==> src/rtl/wb_pkg.sv <==
// wb_pkg: shared definitions for the writeback merge stage.
//   - Default parameter constants for the lane datapath.
//   - wb_entry_t: one register-file write (index, lane data, lane mask) at default widths.
//   - mask_is_zero: true when no lane would be written.
package wb_pkg;

    localparam int unsigned LANES_DEF      = 4;
    localparam int unsigned DATA_WIDTH_DEF = 16;
    localparam int unsigned IDX_WIDTH_DEF  = 4;
    localparam int unsigned DEPTH_DEF      = 4;

    // Widest mask the helper accepts; callers zero-extend narrower masks.
    localparam int unsigned MASK_MAX = 32;

    typedef struct packed {
        logic [IDX_WIDTH_DEF-1:0]                idx;
        logic [LANES_DEF*DATA_WIDTH_DEF-1:0]     data;
        logic [LANES_DEF-1:0]                    mask;
    } wb_entry_t;

    function automatic logic mask_is_zero(input logic [MASK_MAX-1:0] mask);
        return (mask == '0);
    endfunction

endpackage

==> src/rtl/wb_fifo.sv <==
// wb_fifo: synchronous FIFO holding results that could not be written in their own cycle.
// Up to two pushes and one pop per cycle; pointers wrap modulo DEPTH (any DEPTH >= 2).
// Ports:
//   clk, rst      clock, asynchronous active-high reset
//   i_flush       synchronous clear of pointers and occupancy
//   i_push0/1     push enables with data; i_push1 is only used together with i_push0
//   i_pop         remove the head entry
//   o_head        current head entry (valid when o_count != 0)
//   o_count       current occupancy
module wb_fifo #(
    parameter int unsigned WIDTH = 8,
    parameter int unsigned DEPTH = 4,
    localparam int unsigned PtrW = $clog2(DEPTH),
    localparam int unsigned CntW = $clog2(DEPTH + 1)
) (
    input  logic             clk,
    input  logic             rst,
    input  logic             i_flush,
    input  logic             i_push0,
    input  logic [WIDTH-1:0] i_data0,
    input  logic             i_push1,
    input  logic [WIDTH-1:0] i_data1,
    input  logic             i_pop,
    output logic [WIDTH-1:0] o_head,
    output logic [CntW-1:0]  o_count
);

    logic [WIDTH-1:0] r_mem [DEPTH];
    logic [PtrW-1:0]  r_rd_ptr;
    logic [PtrW-1:0]  r_wr_ptr;
    logic [CntW-1:0]  r_count;
    logic [PtrW-1:0]  w_wr_ptr_p1;
    logic [CntW-1:0]  w_count_d;

    function automatic logic [PtrW-1:0] ptr_inc(input logic [PtrW-1:0] p);
        if (p == PtrW'(DEPTH - 1)) begin
            return '0;
        end
        return p + PtrW'(1);
    endfunction

    assign w_wr_ptr_p1 = ptr_inc(r_wr_ptr);
    assign w_count_d   = r_count + CntW'(i_push0) + CntW'(i_push1) - CntW'(i_pop);
    assign o_head      = r_mem[r_rd_ptr];
    assign o_count     = r_count;

    always_ff @(posedge clk or posedge rst) begin
        if (rst) begin
            r_rd_ptr <= '0;
            r_wr_ptr <= '0;
            r_count  <= '0;
        end else if (i_flush) begin
            r_rd_ptr <= '0;
            r_wr_ptr <= '0;
            r_count  <= '0;
        end else begin
            if (i_pop) begin
                r_rd_ptr <= ptr_inc(r_rd_ptr);
            end
            if (i_push1) begin
                r_wr_ptr <= ptr_inc(w_wr_ptr_p1);
            end else if (i_push0) begin
                r_wr_ptr <= w_wr_ptr_p1;
            end
            r_count <= w_count_d;
        end
    end

    // Storage needs no reset: occupancy alone decides what is valid.
    always_ff @(posedge clk) begin
        if (i_push0) begin
            r_mem[r_wr_ptr] <= i_data0;
        end
        if (i_push1) begin
            r_mem[w_wr_ptr_p1] <= i_data1;
        end
    end

endmodule

==> src/rtl/writeback_merge.sv <==
// writeback_merge: merges the load and ALU result streams onto one register-file write port.
// Each cycle the oldest buffered result (else the load, else the ALU result) is registered
// onto the write outputs; any other accepted results queue in order in wb_fifo.
// Ports:
//   I_CLOCK, I_RESET          clock, asynchronous active-high reset
//   I_LOCK                    run enable (0 = hold, accept nothing, write nothing)
//   I_Flush                   synchronous clear of FIFO and output register
//   I_Mem*/O_MemReady         load result stream, valid/ready handshake
//   I_ALU*/O_ALUReady         ALU result stream, valid/ready handshake
//   O_WriteBack*              registered register-file write (strobe, index, data, mask)
//   O_Pending                 FIFO occupancy
module writeback_merge
    import wb_pkg::*;
#(
    parameter int unsigned LANES      = LANES_DEF,
    parameter int unsigned DATA_WIDTH = DATA_WIDTH_DEF,
    parameter int unsigned IDX_WIDTH  = IDX_WIDTH_DEF,
    parameter int unsigned DEPTH      = DEPTH_DEF,
    localparam int unsigned DW        = LANES * DATA_WIDTH,
    localparam int unsigned CntW      = $clog2(DEPTH + 1)
) (
    input  logic                 I_CLOCK,
    input  logic                 I_RESET,
    input  logic                 I_LOCK,
    input  logic                 I_Flush,
    input  logic                 I_MemValid,
    input  logic [IDX_WIDTH-1:0] I_MemDestRegIdx,
    input  logic [DW-1:0]        I_MemData,
    input  logic [LANES-1:0]     I_MemMask,
    output logic                 O_MemReady,
    input  logic                 I_ALUValid,
    input  logic [IDX_WIDTH-1:0] I_ALUDestRegIdx,
    input  logic [DW-1:0]        I_ALUData,
    input  logic [LANES-1:0]     I_ALUMask,
    output logic                 O_ALUReady,
    output logic                 O_WriteBackEnable,
    output logic [IDX_WIDTH-1:0] O_WriteBackRegIdx,
    output logic [DW-1:0]        O_WriteBackData,
    output logic [LANES-1:0]     O_WriteBackMask,
    output logic [CntW-1:0]      O_Pending
);

    localparam int unsigned EntryW = IDX_WIDTH + DW + LANES;

    logic [CntW-1:0]   w_count;
    logic [EntryW-1:0] w_head;
    logic [EntryW-1:0] w_mem_entry;
    logic [EntryW-1:0] w_alu_entry;
    logic              w_mem_take;
    logic              w_alu_take;
    logic              w_head_vld;
    logic              w_wr_en;
    logic [EntryW-1:0] w_wr_entry;
    logic              w_push0;
    logic              w_push1;
    logic [EntryW-1:0] w_push0_entry;
    logic              w_pop;

    logic                 r_wb_en;
    logic [IDX_WIDTH-1:0] r_wb_idx;
    logic [DW-1:0]        r_wb_data;
    logic [LANES-1:0]     r_wb_mask;

    // ALU gets one slot less so that a simultaneous load always still fits.
    assign O_MemReady = I_LOCK && !I_RESET && (w_count < CntW'(DEPTH));
    assign O_ALUReady = I_LOCK && !I_RESET && (w_count < CntW'(DEPTH - 1));

    assign w_mem_entry = {I_MemDestRegIdx, I_MemData, I_MemMask};
    assign w_alu_entry = {I_ALUDestRegIdx, I_ALUData, I_ALUMask};

    // All-zero-mask results are accepted but dropped.
    assign w_mem_take = I_MemValid && O_MemReady && !I_Flush
                        && !mask_is_zero(MASK_MAX'(I_MemMask));
    assign w_alu_take = I_ALUValid && O_ALUReady && !I_Flush
                        && !mask_is_zero(MASK_MAX'(I_ALUMask));
    assign w_head_vld = I_LOCK && !I_Flush && (w_count != '0);

    // Candidate order: FIFO head, load, ALU. First goes out, the rest are pushed in order.
    always_comb begin
        w_wr_en       = 1'b0;
        w_wr_entry    = w_mem_entry;
        w_pop         = 1'b0;
        w_push0       = 1'b0;
        w_push1       = 1'b0;
        w_push0_entry = w_mem_entry;
        if (w_head_vld) begin
            w_wr_en       = 1'b1;
            w_wr_entry    = w_head;
            w_pop         = 1'b1;
            w_push0       = w_mem_take || w_alu_take;
            w_push0_entry = w_mem_take ? w_mem_entry : w_alu_entry;
            w_push1       = w_mem_take && w_alu_take;
        end else if (w_mem_take) begin
            w_wr_en       = 1'b1;
            w_wr_entry    = w_mem_entry;
            w_push0       = w_alu_take;
            w_push0_entry = w_alu_entry;
        end else if (w_alu_take) begin
            w_wr_en    = 1'b1;
            w_wr_entry = w_alu_entry;
        end
    end

    wb_fifo #(
        .WIDTH (EntryW),
        .DEPTH (DEPTH)
    ) u_fifo (
        .clk     (I_CLOCK),
        .rst     (I_RESET),
        .i_flush (I_Flush),
        .i_push0 (w_push0),
        .i_data0 (w_push0_entry),
        .i_push1 (w_push1),
        .i_data1 (w_alu_entry),
        .i_pop   (w_pop),
        .o_head  (w_head),
        .o_count (w_count)
    );

    always_ff @(posedge I_CLOCK or posedge I_RESET) begin
        if (I_RESET) begin
            r_wb_en   <= 1'b0;
            r_wb_idx  <= '0;
            r_wb_data <= '0;
            r_wb_mask <= '0;
        end else if (I_Flush) begin
            r_wb_en   <= 1'b0;
            r_wb_idx  <= '0;
            r_wb_data <= '0;
            r_wb_mask <= '0;
        end else if (!I_LOCK) begin
            r_wb_en <= 1'b0;
        end else begin
            r_wb_en <= w_wr_en;
            if (w_wr_en) begin
                {r_wb_idx, r_wb_data, r_wb_mask} <= w_wr_entry;
            end
        end
    end

    assign O_WriteBackEnable = r_wb_en;
    assign O_WriteBackRegIdx = r_wb_idx;
    assign O_WriteBackData   = r_wb_data;
    assign O_WriteBackMask   = r_wb_mask;
    assign O_Pending         = w_count;

endmodule

==> config.mk <==
export PLATFORM = sky130hd
export DESIGN_NAME = writeback_merge
export DESIGN_NICKNAME = d
export VERILOG_FILES = /design/src/rtl/wb_pkg.sv /design/src/rtl/wb_fifo.sv /design/src/rtl/writeback_merge.sv
export SDC_FILE = /design/constraint.sdc
export NUM_CORES = 1
export LEC_CHECK = 0
export CORE_UTILIZATION = 47
export CTS_CLUSTER_DIAMETER = 200
export DETAILED_ROUTE_END_ITERATION = 6
export GPL_TIMING_DRIVEN = 0
export HOLD_SLACK_MARGIN = 0.02
export PLACE_DENSITY_LB_ADDON = 0.05
export SLEW_MARGIN = 20
export SYNTH_ARGS = -nofsm -noshare
export SYNTH_HDL_FRONTEND = slang
export SYNTH_SLANG_ARGS = --single-unit
==> constraint.sdc <==
create_clock -name I_CLOCK -period 3.66 [get_ports I_CLOCK]
set_input_delay 0.915 -clock I_CLOCK [delete_from_list [all_inputs] [get_ports I_CLOCK]]
set_output_delay 0.915 -clock I_CLOCK [all_outputs]
set_load 0.005 [all_outputs]
==> results.toml <==
[floorplan]
die_x_um = 203
die_h_um = 203
core_mm2 = 0.0397
rows = 73
dieArea_mm2 = 0.0410
io_pins = 228
initial_core_util = 0.476

[worst_setup_path]
path_max_fanout = 10
critPathArrivalTime_ns = 4.03
worst_ep_required_time_ns = 4.10
worstSetupPathType = "input pin to flip-flop"
start_kind = "input pin"
critPathCaptureType = "flip-flop"

[logic_synthesis]
ys_types = 43
syn-cell-area_mm2 = 0.0189
synth-seq-area-share = 0.563
syn_avg_cell_area_um2 = 15.1
synth_warnings = 0
syn_inst = 1249
syn_nets = 1411
synth_seq_cells = 368

[timing]
rsz0062_at_grt = "no"
fmax_mhz = 278
final.min_clock_period_ns = 3.60
worst_pin_slew_ns = 1.05
period_share = 0.982
slew-limit-headroom = 0.299
slew_viol_final = 0
hold_viol_final = 0
finClkSkew_ns = 0.0105
whs_ns = 0.473
tns_ns = 0
setup_viol_count_final = 0

[cts]
clk_pin_slew_ns = 0.06
cts-buffers-inserted = 41
cts_max_path_buffers = 3
cts_root_buf = "clkbuf_16"
ctsHtreeMaxLevel = 2
cts_num_sinks = 368
insertion_delay_ns = 0.57
cts_tree = "yes"

[finish]
drive_gt1_frac = 0.358
antenna_cells = 0
postLayoutCoreUtil = 0.594
fin_nets = 1709
area_growth_pct = 24.7

[detailed_routing]
drtAntennaViolNets = 0
detail_route.drc_violations = 2
routed_via_density = 6.00
first_iter_violations = 1025
wl_um = 56400
first_pass_iters = 7
wl_per_cell_um = 26.8
vias = 12600

[global_routing]
grt_pass1_vias = 13100
grt_usage = 0.276
antenna_found_initial = 4
grt_max_degree = 54
grt_overflow = 0
grt_pass1_wl_um = 83300

[placed_design]
dp_hpwl_um = 34700
gp_congestion = 0.785
io_buffers = 227

[pwr]
power_mw = 14.0
total_leakage_power_nw = 8.26
p_per_area_mw_per_mm2 = 593
ir_worst_vdd_v = 0.000348

[min_path]
hold_path.class = "flip-flop to flip-flop"

[run]
maxCapViolations = 0

[outcome]
status = "finished with violations"
violations = "design-rule violations"
[cell families after synthesis]
kind of cell / share of synthesized area
flops: 0.563
mux: 0.268
compound gates: 0.0822
simple gates: 0.0434
buf+inv: 0.0337
fa+ha+maj: 0.00873
xor+xnor: 0.000926
[worst max-delay path, cell delays in order]
cell and delay (ns):
clkdlybuf4s50_1 0.49, or3b_4 0.44, inv_1 0.13, and4_1 0.24, buf_2 0.19, buf_12 0.16
nor2_1 0.08, o21ai_4 0.18, inv_1 0.10, fa_1 0.42, fa_1 0.44, xor2_1 0.18
nor2_1 0.06
[final timing paths]
kind,endpoint,slack (ns),start,cells after the start
worst max-delay path,u_fifo.o_count[2]$_DFF_PP0_,0.06,I_RESET,13
worst min-delay path,O_WriteBackData[52]$_DFFE_PP0P_,0.47,O_WriteBackData[52]$_DFFE_PP0P_,2
worst max register to register,u_fifo.r_mem[3][68]$_DFFE_PP_,0.42,u_fifo.o_count[1]$_DFF_PP0_,7
worst min register to register,O_WriteBackData[52]$_DFFE_PP0P_,0.47,O_WriteBackData[52]$_DFFE_PP0P_,2
max in group asynchronous,O_WriteBackData[24]$_DFFE_PP0P_,2.26,I_RESET,3
min in group asynchronous,O_WriteBackData[62]$_DFFE_PP0P_,0.75,I_RESET,2
[routing by layer]
metal	vias up	wire length, um	global-route usage
met4	4	1110	0.0706
met2	465	27800	0.457
met1	6550	23800	0.376
met3	70	3650	0.0482
met5	-	27	0
li1	5540	-	-
[stage by stage]
step / instance area [um2] / setup WS, ns / instances
global route: 23600 / 0.0107 / 2104
floorplan: 18900 / -0.124 / 1249
global placement: 21800 / -2.07 / 2001
CTS: 23500 / 0.0238 / 2099
finish: 23600 / 0.0646 / 2104
detailed placement: 22000 / -1.33 / 2007
[power breakdown]
part | internal (mW) | leakage, nW | switching (mW) | total, mW
Combinational | 2.41 | 3.97 | 2.35 | 4.76
Clock | 2.28 | 0.629 | 1.71 | 3.99
Sequential | 4.99 | 3.66 | 0.250 | 5.24
[layout by cell type, fill, tap and decap left out, types with 3 or more instances in the layout]
cell type and n:
dlygate4sd2_1 4, clkbuf_1 55, clkbuf_8 4, a31o_2 58, nand3_1 11, nand2_1 91, nor3_4 3, mux2_4 48
clkbuf_16 43, buf_2 16, mux2_1 6, buf_12 5, clkdlybuf4s50_1 222, dfrtp_1 80, mux2_2 234, clkinv_1 7
buf_16 4, a221oi_1 4, clkinv_2 9, buf_4 17, nor2_1 69, a21oi_4 4, edfxtp_1 288, a21oi_1 60
a22o_4 7, ha_1 10, mux4_2 72, inv_1 10, buf_6 29, a32oi_1 10, o31ai_1 63
[Yosys cell counts (all sizes together)]
library cell	instances	share of area
nand2	92	0.018
nor3b	1	0.00040
dfrtp	80	0.11
a32oi	10	0.0046
a31o	58	0.027
and4	1	0.00046
a22oi	1	0.00040
ha	10	0.0066
nor4	2	0.0015
mux2i	2	0.0011
mux2	288	0.18
nor3	3	0.0016
nand4	2	0.00066
fa	2	0.0021
nand3	11	0.0029
or3b	1	0.00060
nor2	72	0.015
or4	2	0.00079
a221oi	4	0.0019
xor2	2	0.00093
buf	49	0.022
o21ai	3	0.00079
nand3b	1	0.00040
nor2b	1	0.00033
mux4	72	0.086
edfxtp	288	0.46
a21oi	64	0.019
a41o	1	0.00053
o32ai	1	0.00046
inv	11	0.0022
a22o	4	0.0019
o311a	1	0.00053
clkbuf	46	0.0091
o31ai	63	0.025
[registers in the layout, indices dropped and copies added (netlist names)]
name	cells
O_WriteBackData	64
O_WriteBackEnable	1
O_WriteBackMask	4
O_WriteBackRegIdx	4
u_fifo.o_count	3
u_fifo.r_mem	288
u_fifo.r_rd_ptr	2
u_fifo.r_wr_ptr	2
[layout make-up]
| cell class | count | area, um2 |
|---|---|---|
| multi-input combinational | 779 | 7760 |
| inverter | 11 | 46.3 |
| sequential | 368 | 10700 |
| clock inverter | 18 | 110 |
| timing repair buffer | 251 | 2580 |
| fill | 3188 | 16100 |
| tap | 525 | 657 |
| clock buffer | 57 | 1160 |
| buffer | 95 | 626 |
[timing repair]
item	4_1_cts	5_1_grt
cloned	4	0
pin swaps	6	0
hold buffers	0	0
buffers inserted	13	5
hold endpoints to repair	0	0
gates resized for setup	19	4
endpoints found under the setup margin	351	11
Note: power is estimated with default switching activity, not from simulation.
